File: src/rtl/data_store_rx_if.sv
// Bus bundle for data_store_rx: inbound symbol stream, drain request,
// outbound word stream and frame status.
interface data_store_rx_if #(
  parameter int N         = 2,
  parameter int DATA_SIZE = 16
) ();
  logic                 axiiv;
  logic [N-1:0]         axiid;
  logic                 read_request;
  logic                 axiov;
  logic [DATA_SIZE-1:0] axiod;
  logic                 frame_done;
  logic                 overflow;
  logic [15:0]          data_cksum;
  logic [15:0]          data_length;

  // Design side
  modport slave (
    input  axiiv, axiid, read_request,
    output axiov, axiod, frame_done, overflow, data_cksum, data_length
  );

  // Stimulus side
  modport master (
    output axiiv, axiid, read_request,
    input  axiov, axiod, frame_done, overflow, data_cksum, data_length
  );
endinterface

File: src/rtl/data_store_rx.sv
// data_store_rx: assembles an N-bit symbol stream into DATA_SIZE-bit words,
// stores one frame in a block RAM while computing its one's-complement
// checksum and byte length, then streams the frame back out on request.
module data_store_rx #(
  parameter int N         = 2,
  parameter int DATA_SIZE = 16,
  parameter int DEPTH     = 256
) (
  input  logic           clk,
  input  logic           rst,
  data_store_rx_if.slave bus
);
  localparam int SPW = DATA_SIZE / N;                    // symbols per word
  localparam int SCW = (SPW > 1) ? $clog2(SPW) : 1;
  localparam int IW  = $clog2(DEPTH + 1);                // index can reach DEPTH
  localparam int AW  = (DEPTH > 1) ? $clog2(DEPTH) : 1;

  typedef enum logic [1:0] {W_IDLE, W_RECV, W_FLUSH} wstate_t;
  typedef enum logic [1:0] {R_IDLE, R_WAIT, R_STREAM} rstate_t;

  // One's-complement add with the end-around carry folded back in.
  function automatic logic [15:0] fold_add(input logic [15:0] a, input logic [15:0] b);
    logic [16:0] s;
    s = {1'b0, a} + {1'b0, b};
    return s[15:0] + {15'd0, s[16]};
  endfunction

  logic [DATA_SIZE-1:0] mem [DEPTH];
  logic [DATA_SIZE-1:0] ram_q, dout_q;

  // Write side state
  wstate_t              wstate_q;
  logic [IW-1:0]        widx_q;
  logic [SCW-1:0]       sym_cnt_q;
  logic [DATA_SIZE-1:0] word_q;
  logic [18:0]          bit_cnt_q;
  logic [15:0]          acc_q;
  logic [7:0]           hi_q;      // first byte of an unpaired byte pair (DATA_SIZE=8)
  logic                 pend_q;
  logic                 overflow_q, frame_done_q, stored_q;
  logic [15:0]          cksum_q, length_q;

  // Read side state
  rstate_t              rstate_q;
  logic [IW-1:0]        rd_idx_q, out_cnt_q;
  logic                 wait_q, axiov_q;

  // Write datapath helpers
  logic                 idle, sym_ok, word_full, flush_wr, we;
  logic [SCW-1:0]       k_eff;
  logic [DATA_SIZE-1:0] base_word, asm_word, wdata;
  logic [IW-1:0]        idx_eff;
  logic [AW-1:0]        waddr;
  logic [18:0]          bit_cnt_b;
  logic [15:0]          acc_b, acc_w, acc_fin, asm16, word16;
  logic [7:0]           hi_w;
  logic                 pend_b, pend_w;

  // Symbol placement, RAM write port and checksum next values. In W_IDLE the
  // per-frame state is treated as cleared so the first symbol lands at k=0.
  always_comb begin
    idle      = (wstate_q == W_IDLE);
    k_eff     = idle ? '0 : sym_cnt_q;
    base_word = idle ? '0 : word_q;
    idx_eff   = idle ? '0 : widx_q;
    bit_cnt_b = idle ? '0 : bit_cnt_q;
    acc_b     = idle ? 16'd0 : acc_q;
    pend_b    = idle ? 1'b0 : pend_q;
    // Once DEPTH words are stored nothing more is accepted, so length and
    // checksum stay frozen at the last stored word.
    sym_ok    = bus.axiiv && (idle || (wstate_q == W_RECV && widx_q < IW'(DEPTH)));
    asm_word  = base_word | (DATA_SIZE'(bus.axiid) << (DATA_SIZE - N - N * int'(k_eff)));
    word_full = (k_eff == SCW'(SPW - 1));
    flush_wr  = (wstate_q == W_RECV) && !bus.axiiv && (sym_cnt_q != '0);
    we        = (sym_ok && word_full) || flush_wr;
    waddr     = idx_eff[AW-1:0];
    wdata     = flush_wr ? word_q : asm_word;
    asm16     = 16'(asm_word) << (16 - DATA_SIZE);
    word16    = 16'(word_q) << (16 - DATA_SIZE);

    acc_w  = acc_b;
    pend_w = pend_b;
    hi_w   = hi_q;
    if (sym_ok && word_full) begin
      if (DATA_SIZE == 16) begin
        acc_w = fold_add(acc_b, asm16);
      end else if (pend_b) begin
        acc_w  = fold_add(acc_b, {hi_q, 8'(asm16 >> 8)});
        pend_w = 1'b0;
      end else begin
        hi_w   = 8'(asm16 >> 8);
        pend_w = 1'b1;
      end
    end

    // Closing contribution: only whole bytes enter the checksum, matching
    // data_length, so a trailing fragment under 8 bits adds nothing.
    acc_fin = acc_q;
    if (DATA_SIZE == 16) begin
      if (flush_wr && (N * int'(sym_cnt_q) >= 8))
        acc_fin = fold_add(acc_q, word16 & 16'hFF00);
    end else if (pend_q) begin
      acc_fin = fold_add(acc_q, {hi_q, 8'h00});
    end
  end

  // Write FSM: receive, flush the partial word, publish length/checksum.
  always_ff @(posedge clk) begin
    if (rst) begin
      wstate_q     <= W_IDLE;
      widx_q       <= '0;
      sym_cnt_q    <= '0;
      word_q       <= '0;
      bit_cnt_q    <= '0;
      acc_q        <= '0;
      hi_q         <= '0;
      pend_q       <= 1'b0;
      overflow_q   <= 1'b0;
      frame_done_q <= 1'b0;
      stored_q     <= 1'b0;
      cksum_q      <= 16'hFFFF;
      length_q     <= '0;
    end else begin
      frame_done_q <= 1'b0;
      if (sym_ok) begin
        sym_cnt_q <= word_full ? '0 : k_eff + 1'b1;
        word_q    <= word_full ? '0 : asm_word;
        widx_q    <= word_full ? idx_eff + 1'b1 : idx_eff;
        bit_cnt_q <= bit_cnt_b + 19'(N);
        acc_q     <= acc_w;
        hi_q      <= hi_w;
        pend_q    <= pend_w;
      end
      case (wstate_q)
        W_IDLE: if (bus.axiiv) begin
          wstate_q   <= W_RECV;
          overflow_q <= 1'b0;
          stored_q   <= 1'b0;
        end
        W_RECV: begin
          if (bus.axiiv) begin
            if (!sym_ok) overflow_q <= 1'b1;
          end else begin
            wstate_q     <= W_FLUSH;
            frame_done_q <= 1'b1;
            cksum_q      <= ~acc_fin;
            length_q     <= 16'(bit_cnt_q >> 3);
            widx_q       <= widx_q + IW'(flush_wr);
            sym_cnt_q    <= '0;
            word_q       <= '0;
            stored_q     <= (widx_q != '0) || flush_wr;
          end
        end
        W_FLUSH: wstate_q <= W_IDLE;
        default: wstate_q <= W_IDLE;
      endcase
    end
  end

  // Frame buffer: one write port, two-stage registered read path.
  always_ff @(posedge clk) begin
    if (we) mem[waddr] <= wdata;
    ram_q  <= mem[rd_idx_q[AW-1:0]];
    dout_q <= ram_q;
  end

  // Read FSM: the address runs two words ahead of the output to cover the
  // RAM latency; a new frame or a dropped request ends the stream at once.
  always_ff @(posedge clk) begin
    if (rst) begin
      rstate_q  <= R_IDLE;
      rd_idx_q  <= '0;
      out_cnt_q <= '0;
      wait_q    <= 1'b0;
      axiov_q   <= 1'b0;
    end else if (rstate_q != R_IDLE && (bus.axiiv || !bus.read_request)) begin
      rstate_q <= R_IDLE;
      axiov_q  <= 1'b0;
    end else begin
      case (rstate_q)
        R_IDLE: if (bus.read_request && stored_q && wstate_q == W_IDLE && !bus.axiiv) begin
          rd_idx_q <= '0;
          wait_q   <= 1'b0;
          rstate_q <= R_WAIT;
        end
        R_WAIT: begin
          rd_idx_q <= rd_idx_q + 1'b1;
          wait_q   <= 1'b1;
          if (wait_q) begin
            rstate_q  <= R_STREAM;
            axiov_q   <= 1'b1;
            out_cnt_q <= '0;
          end
        end
        R_STREAM: begin
          if (out_cnt_q == widx_q - 1'b1) begin
            axiov_q  <= 1'b0;
            rstate_q <= R_IDLE;
          end else begin
            out_cnt_q <= out_cnt_q + 1'b1;
            rd_idx_q  <= rd_idx_q + 1'b1;
          end
        end
        default: rstate_q <= R_IDLE;
      endcase
    end
  end

  assign bus.axiov       = axiov_q;
  assign bus.axiod       = dout_q;
  assign bus.frame_done  = frame_done_q;
  assign bus.overflow    = overflow_q;
  assign bus.data_cksum  = cksum_q;
  assign bus.data_length = length_q;

endmodule
File: src/flat_wrapper.sv
// flat-port wrapper written by rule: the top's interface ports become plain ports
module data_store_rx_flat 
#(
  parameter int N         = 2,
  parameter int DATA_SIZE = 16,
  parameter int DEPTH     = 256
)
  (clk, rst, bus_axiiv, bus_axiid, bus_read_request, bus_axiov, bus_axiod, bus_frame_done, bus_overflow, bus_data_cksum, bus_data_length);
  data_store_rx_if #(.N(N), .DATA_SIZE(DATA_SIZE)) bus_i ();
  input  logic clk;
  input  logic rst;
  input wire logic [$bits(bus_i.axiiv)-1:0] bus_axiiv;
  input wire logic [$bits(bus_i.axiid)-1:0] bus_axiid;
  input wire logic [$bits(bus_i.read_request)-1:0] bus_read_request;
  output wire logic [$bits(bus_i.axiov)-1:0] bus_axiov;
  output wire logic [$bits(bus_i.axiod)-1:0] bus_axiod;
  output wire logic [$bits(bus_i.frame_done)-1:0] bus_frame_done;
  output wire logic [$bits(bus_i.overflow)-1:0] bus_overflow;
  output wire logic [$bits(bus_i.data_cksum)-1:0] bus_data_cksum;
  output wire logic [$bits(bus_i.data_length)-1:0] bus_data_length;
  assign bus_i.axiiv = bus_axiiv;
  assign bus_i.axiid = bus_axiid;
  assign bus_i.read_request = bus_read_request;
  assign bus_axiov = bus_i.axiov;
  assign bus_axiod = bus_i.axiod;
  assign bus_frame_done = bus_i.frame_done;
  assign bus_overflow = bus_i.overflow;
  assign bus_data_cksum = bus_i.data_cksum;
  assign bus_data_length = bus_i.data_length;
  data_store_rx #(.N(N), .DATA_SIZE(DATA_SIZE), .DEPTH(DEPTH)) u_core (.clk(clk), .rst(rst), .bus(bus_i));
endmodule
File: config.mk
export PLATFORM = sky130hd
export DESIGN_NAME = data_store_rx_flat
export DESIGN_NICKNAME = d
export VERILOG_FILES = /design/src/rtl/data_store_rx_if.sv /design/src/rtl/data_store_rx.sv /design/src/flat_wrapper.sv
export SDC_FILE = /design/constraint.sdc
export NUM_CORES = 2
export LEC_CHECK = 0
export ABC_AREA = 1
export CAP_MARGIN = 30
export CORE_MARGIN = 4
export CORE_UTILIZATION = 35
export CTS_CLUSTER_DIAMETER = 50
export DETAILED_ROUTE_END_ITERATION = 10
export PLACE_DENSITY_LB_ADDON = 0.12
export SYNTH_ARGS = -nofsm -noshare
export SYNTH_HDL_FRONTEND = slang
export SYNTH_SLANG_ARGS = --single-unit
File: constraint.sdc
create_clock -name clk -period 22.9 [get_ports clk]
set_input_delay 4.58 -clock clk [delete_from_list [all_inputs] [get_ports clk]]
set_output_delay 4.58 -clock clk [all_outputs]
set_load 0.02 [all_outputs]
* Word-level counts from Yosys, hierarchy flattened
Memory sizes are Yosys's and may differ from the RTL's. A register that Yosys moved wholly into a read port is not among the register bits.
Cells that the tools add are included.
** Cells by class
- Add/sub/neg operators :: 12
- $lt $le $gt $ge :: 2
- Equality and inequality tests :: 13
- Shifts and indexed selects :: 1
- Muxes and demuxes :: 47
- Bitwise logic cells :: 5
- Reductions and logical operators :: 36
** Operators by type and width (number)
- two-way mux 16 bit :: 9
- two-way mux 9 bit :: 9
- adder 16 x 16 -> 17 bit :: 2
- adder 16 x 1 -> 16 bit :: 2
- left shift 2 x 32 -> 16 bit :: 1
- adder 9 x 1 -> 9 bit, second input constant :: 3
- one-hot mux 9 bit (3 select lines) :: 1
- adder 19 x 2 -> 19 bit, second input constant :: 1
- two-way mux 19 bit :: 1
- one-hot mux 9 bit (2 select lines) :: 1
- NOT 16 bit :: 1
- OR 16 bit :: 1
- two-way mux 3 bit :: 5
- AND reduction 3 bit :: 4
- AND reduction 4 bit :: 3
- logical AND 1 bit :: 10
- two-way mux 1 bit :: 10
- two-way mux 2 bit :: 5
- != test 2 bit, second input constant :: 5
- adder 9 x 1 -> 9 bit :: 1
- equality test 9 bit :: 1
- less-than comparator 9 bit, second input constant :: 1
- nonzero test 9 bit :: 1
- subtractor 9 x 1 -> 9 bit, second input constant :: 1
- other kinds (18) :: 37
** Storage, ports and cells
- Register bits after elaboration :: 138
- Bits in writable memories :: 4096
- Input bits :: 6
- Output and inout port bits :: 51
- Word-level logic and storage cells :: 134
- Memories :: 1
** Memories
- u_core.mem :: depth 256, width 16, read ports 1, clocked after Yosys merged registers in 1, write ports 1, line data_store_rx.sv:28 : logic [DATA_SIZE-1:0] mem [DEPTH];

* Depth between registers and ports, before layout
- Word-level depth :: 9
- Mapped depth :: 31
- Mapped depth without buffers :: 30

* Worst setup path after synthesis
OpenSTA, ideal clock, no wires.
- Path kind :: input-to-reg
- Start :: input port bus_axiiv
- End :: memory u_core.mem[0][1] (data pin)
- Library setup time :: 2.188 ns
- Arrival time :: 15.381 ns
- Required time :: 20.712 ns
- Slack :: 5.331 ns
- Stages on the path :: 7
- Path buffers :: 2
- Path through :: inv_1 nand2_1 nor2_1 inv_1 buf_2 clkbuf_1 o21ai_0
** Between the ends
- Longest elaborated chain between the ends :: 4
** Ends and longest elaborated chain
- start, declared :: line flat_wrapper.sv:12 : input wire logic [$bits(bus_i.axiiv)-1:0] bus_axiiv;
- zero test 1 bit :: line data_store_rx.sv:74 : flush_wr = (wstate_q == W_RECV) && !bus.axiiv && (sym_cnt_q != '0);
- logical AND 1 bit (2 in a row) :: line data_store_rx.sv:74
- two-way mux 16 bit :: line data_store_rx.sv:77 : wdata = flush_wr ? word_q : asm_word;
- net u_core.wdata[1] :: line data_store_rx.sv:51 : logic [DATA_SIZE-1:0] base_word, asm_word, wdata;
- end, declared :: line data_store_rx.sv:28
The timed path passes the listed nets, and every way through them passes these cells.

* Worst setup path in the final report
- Start :: input port bus_axiiv
- End :: memory u_core.mem[173][3] (data pin)
Same word-level chain as after synthesis.

==> flow_summary.ini <==
[status]
outcome = completed

[place]
place_area_um2 = 178100
place_ws_ps = 13000
globalplace.congestion = 0.8681
detailed_place_hpwl_mm = 341.7
portBuffers = 56

[drt]
antenna_left = 0
vias = 112477
drt_iter0_markers = 13309
first_pass_iters = 8
drc = 0
post_drt_wl_per_cell_um = 28.58
totalWireLength_mm = 581.4
vias_per_cell = 5.528

[timing]
setup_ws_ps = 14120
slew_violations = 0
hold_viol_final = 0
fin_crit_sh = 0.3835
slew_headroom = 0.2802
setup_viol_count_final = 0
fin_worst_skew_ps = 54.58
rsz0062_at_grt = no
fmaxAchievable_mhz = 113.9
totalNegativeSetupSlack_ps = 0
tightest_slew_ps = 1080
timing.final.crit_period_ps = 8782

[hold_path]
holdCritPathClass = reg -> reg
min_to = u_core.bus.axiod[8]$_DFF_P_
min-delay-start = u_core.ram_q[8]$_DFF_P_
min_path_cells = 0

[layout]
drive_above_1_share = 0.09623
num-nets-final = 13535
fin_area_um2 = 195500
area_delta_synth_final_pct = 15.36

[synth]
synth-edff-count = 4096
synth-seq-cells = 4248
synth-async-reset-ratio = 0
synth_ff_type = edfxtp_1
ys_top_cells_by_area = edfxtp_1 (73%), o21ai_0 (6.2%), nor2_1 (6.2%)
syn_inst = 13421
yosys-top-cells-count = edfxtp_1 (4,096), nor2_1 (2,776), o21ai_0 (2,105)
seq_area_frac_synth = 0.7439
yosys.cell_types.count = 51
synth_top_area_frac = 0.7260
syn_area_um2 = 169400
syn-num-nets = 13472
synth_area_per_cell_um2 = 12.62
synth.most_common_cell = edfxtp_1
yosys_warnings = 0
synth.largest_area_cell = edfxtp_1

[die]
die-width_um = 703.8
start_util = 0.3512
coreArea_um2 = 482400
rows = 255
die_area_um2 = 495300
die_h_um = 703.8
boundaryPins = 57

[worst_setup_path]
crit_path_end_kind = register
worstPathRequired_ps = 23630
r2r_slack_ps = 16040
reg2reg_depth = 14
regToRegStartpoint = u_core.rd_idx_q[0]$_SDFFE_PP0P_
start_kind = primary input
cp.arrival_ps = 9510
crit_type = in -> reg
path_max_fanout = 55
r2r-end = u_core.ram_q[2]$_DFF_P_

[global_route]
gr-usage-all-layers = 0.2278
grt_pass1_vias = 109140
antenna_found_initial = 40
grt_pass1_wl_mm = 821.0
grt_max_degree = 217
grt_overflow = 0

[clock_network]
h-tree-depth = 6
postCtsHoldBufs = 0
clockBufferDepth = 4
clk_pin_slew_ps = 60
post_cts_resized = 0
root_buffer = clkbuf_16
cts-buffers-inserted = 530
cts_tree = done
clk_latency_ps = 1040
cts_setup_buffers = 0
clkSinkCount = 4248

[power_and_ir_drop]
swShare = 0.2546
intPower_w = 0.01370
power_frac_seq = 0.461
leakagePower_nw = 62.17
p_clk_frac = 0.448
power_density_nw_per_um2 = 94.01
ir_drop_v = 0.00007643
p_sw_w = 0.004679
combPwrFrac = 0.091

[job]
maxCapViolCount = 0
==> worst max-delay path: stages <==
cell             delay (ps)
clkdlybuf4s50_1         500
inv_1                   100
nand2_1                  80
buf_4                   290
nor2_1                  160
inv_1                    90
buf_4                   460
nand2_1                 180
o21ai_4                  80
buf_4                   600
buf_4                   850
buf_4                   720
buf_4                   630
==> metal layers <==
layer / up-vias / GRT usage / wire length (um)
li1: 49712 / - / -
met1: 57354 / 0.3221 / 253900
met2: 4519 / 0.3574 / 265400
met3: 882 / 0.03234 / 39180
met4: 10 / 0.08517 / 22890
met5: - / 0 / 68
==> power by group through the flow <==
stage	Combinational, W	Clock, W	Sequential [W]
5_1_grt	0.00181	0.00873	0.00847
3_3_place_gp	0.00167	0	0.00864
6_report	0.00167	0.00823	0.00848
3_5_place_dp	0.00167	0	0.00864
4_1_cts	0.00167	0.00839	0.00848
2_1_floorplan	0.000990	0	0.00867
==> stage by stage <==
| step | hold slack [ps] | cells | utilization | total power, W |
|---|---|---|---|---|
| floorplan | 309.6 | 13421 | - | 0.009660 |
| global placement | 316.1 | 19326 | 0.3678 | 0.01031 |
| detailed placement | 316.4 | 19372 | 0.3692 | 0.01031 |
| CTS | 320.6 | 20314 | 0.4048 | 0.01854 |
| global route | 332.6 | 20333 | 0.4051 | 0.01901 |
| finish | 327.9 | 20345 | 0.4052 | 0.01837 |
==> area by class of cell <==
| type | instances | area (um2) |
|---|---|---|
| tap | 6425 | 8039 |
| sequential | 4248 | 126100 |
| antenna | 26 | 65.06 |
| timing repair buffer | 474 | 4353 |
| clock inverter | 299 | 3162 |
| inverter | 239 | 945.9 |
| multi-input combinational | 7991 | 38810 |
| clock buffer | 643 | 14020 |
| fill | 45083 | 287000 |
==> layout by cell type, fill, tap and decap left out, types with 224 or more instances in the layout <==
master / count
nand2_1: 812
buf_4: 350
nand3_1: 633
clkbuf_16: 543
o211ai_1: 360
a21oi_1: 269
o22ai_1: 564
inv_1: 224
edfxtp_1: 4096
nor2_1: 2710
o21ai_0: 2090
==> cell families after synthesis <==
family / count (synthesis) / share of synthesized area
buffers and inverters: 1182 / 0.02944
adder cells (fa/ha/maj): 45 / 0.003412
flip-flops: 4248 / 0.7439
AND/OR/NAND/NOR: 4347 / 0.1026
AO/OA/AOI/OAI: 3564 / 0.1188
XOR/XNOR: 35 / 0.001809
==> state kept, by name (all words and copies together) (netlist names), 2 cells and up <==
signal	count
u_core.out_cnt_q	9
u_core.wstate_q	2
u_core.ram_q	16
u_core.bus.axiod	16
u_core.sym_cnt_q	3
u_core.mem	4096
u_core.acc_q	16
u_core.rd_idx_q	8
u_core.bus.data_length	16
u_core.bit_cnt_q	18
u_core.widx_q	9
u_core.bus.data_cksum	16
u_core.word16	16
u_core.rstate_q	2
==> worst max path at each step <==
stage               slack (ps)  cells after the start  startpoint                            to
finish                   14120                     13   bus_axiiv  u_core.mem[173][3]$_DFFE_PP_
global route             13940                     13   bus_axiiv  u_core.mem[173][3]$_DFFE_PP_
CTS                      14120                     13   bus_axiiv  u_core.mem[173][3]$_DFFE_PP_
detailed placement       13000                     13   bus_axiiv  u_core.mem[171][3]$_DFFE_PP_
global placement         13020                     13   bus_axiiv  u_core.mem[177][3]$_DFFE_PP_
floorplan                 5330                      7   bus_axiiv    u_core.mem[0][1]$_DFFE_PP_
Note: power is estimated with default switching activity, not from simulation.
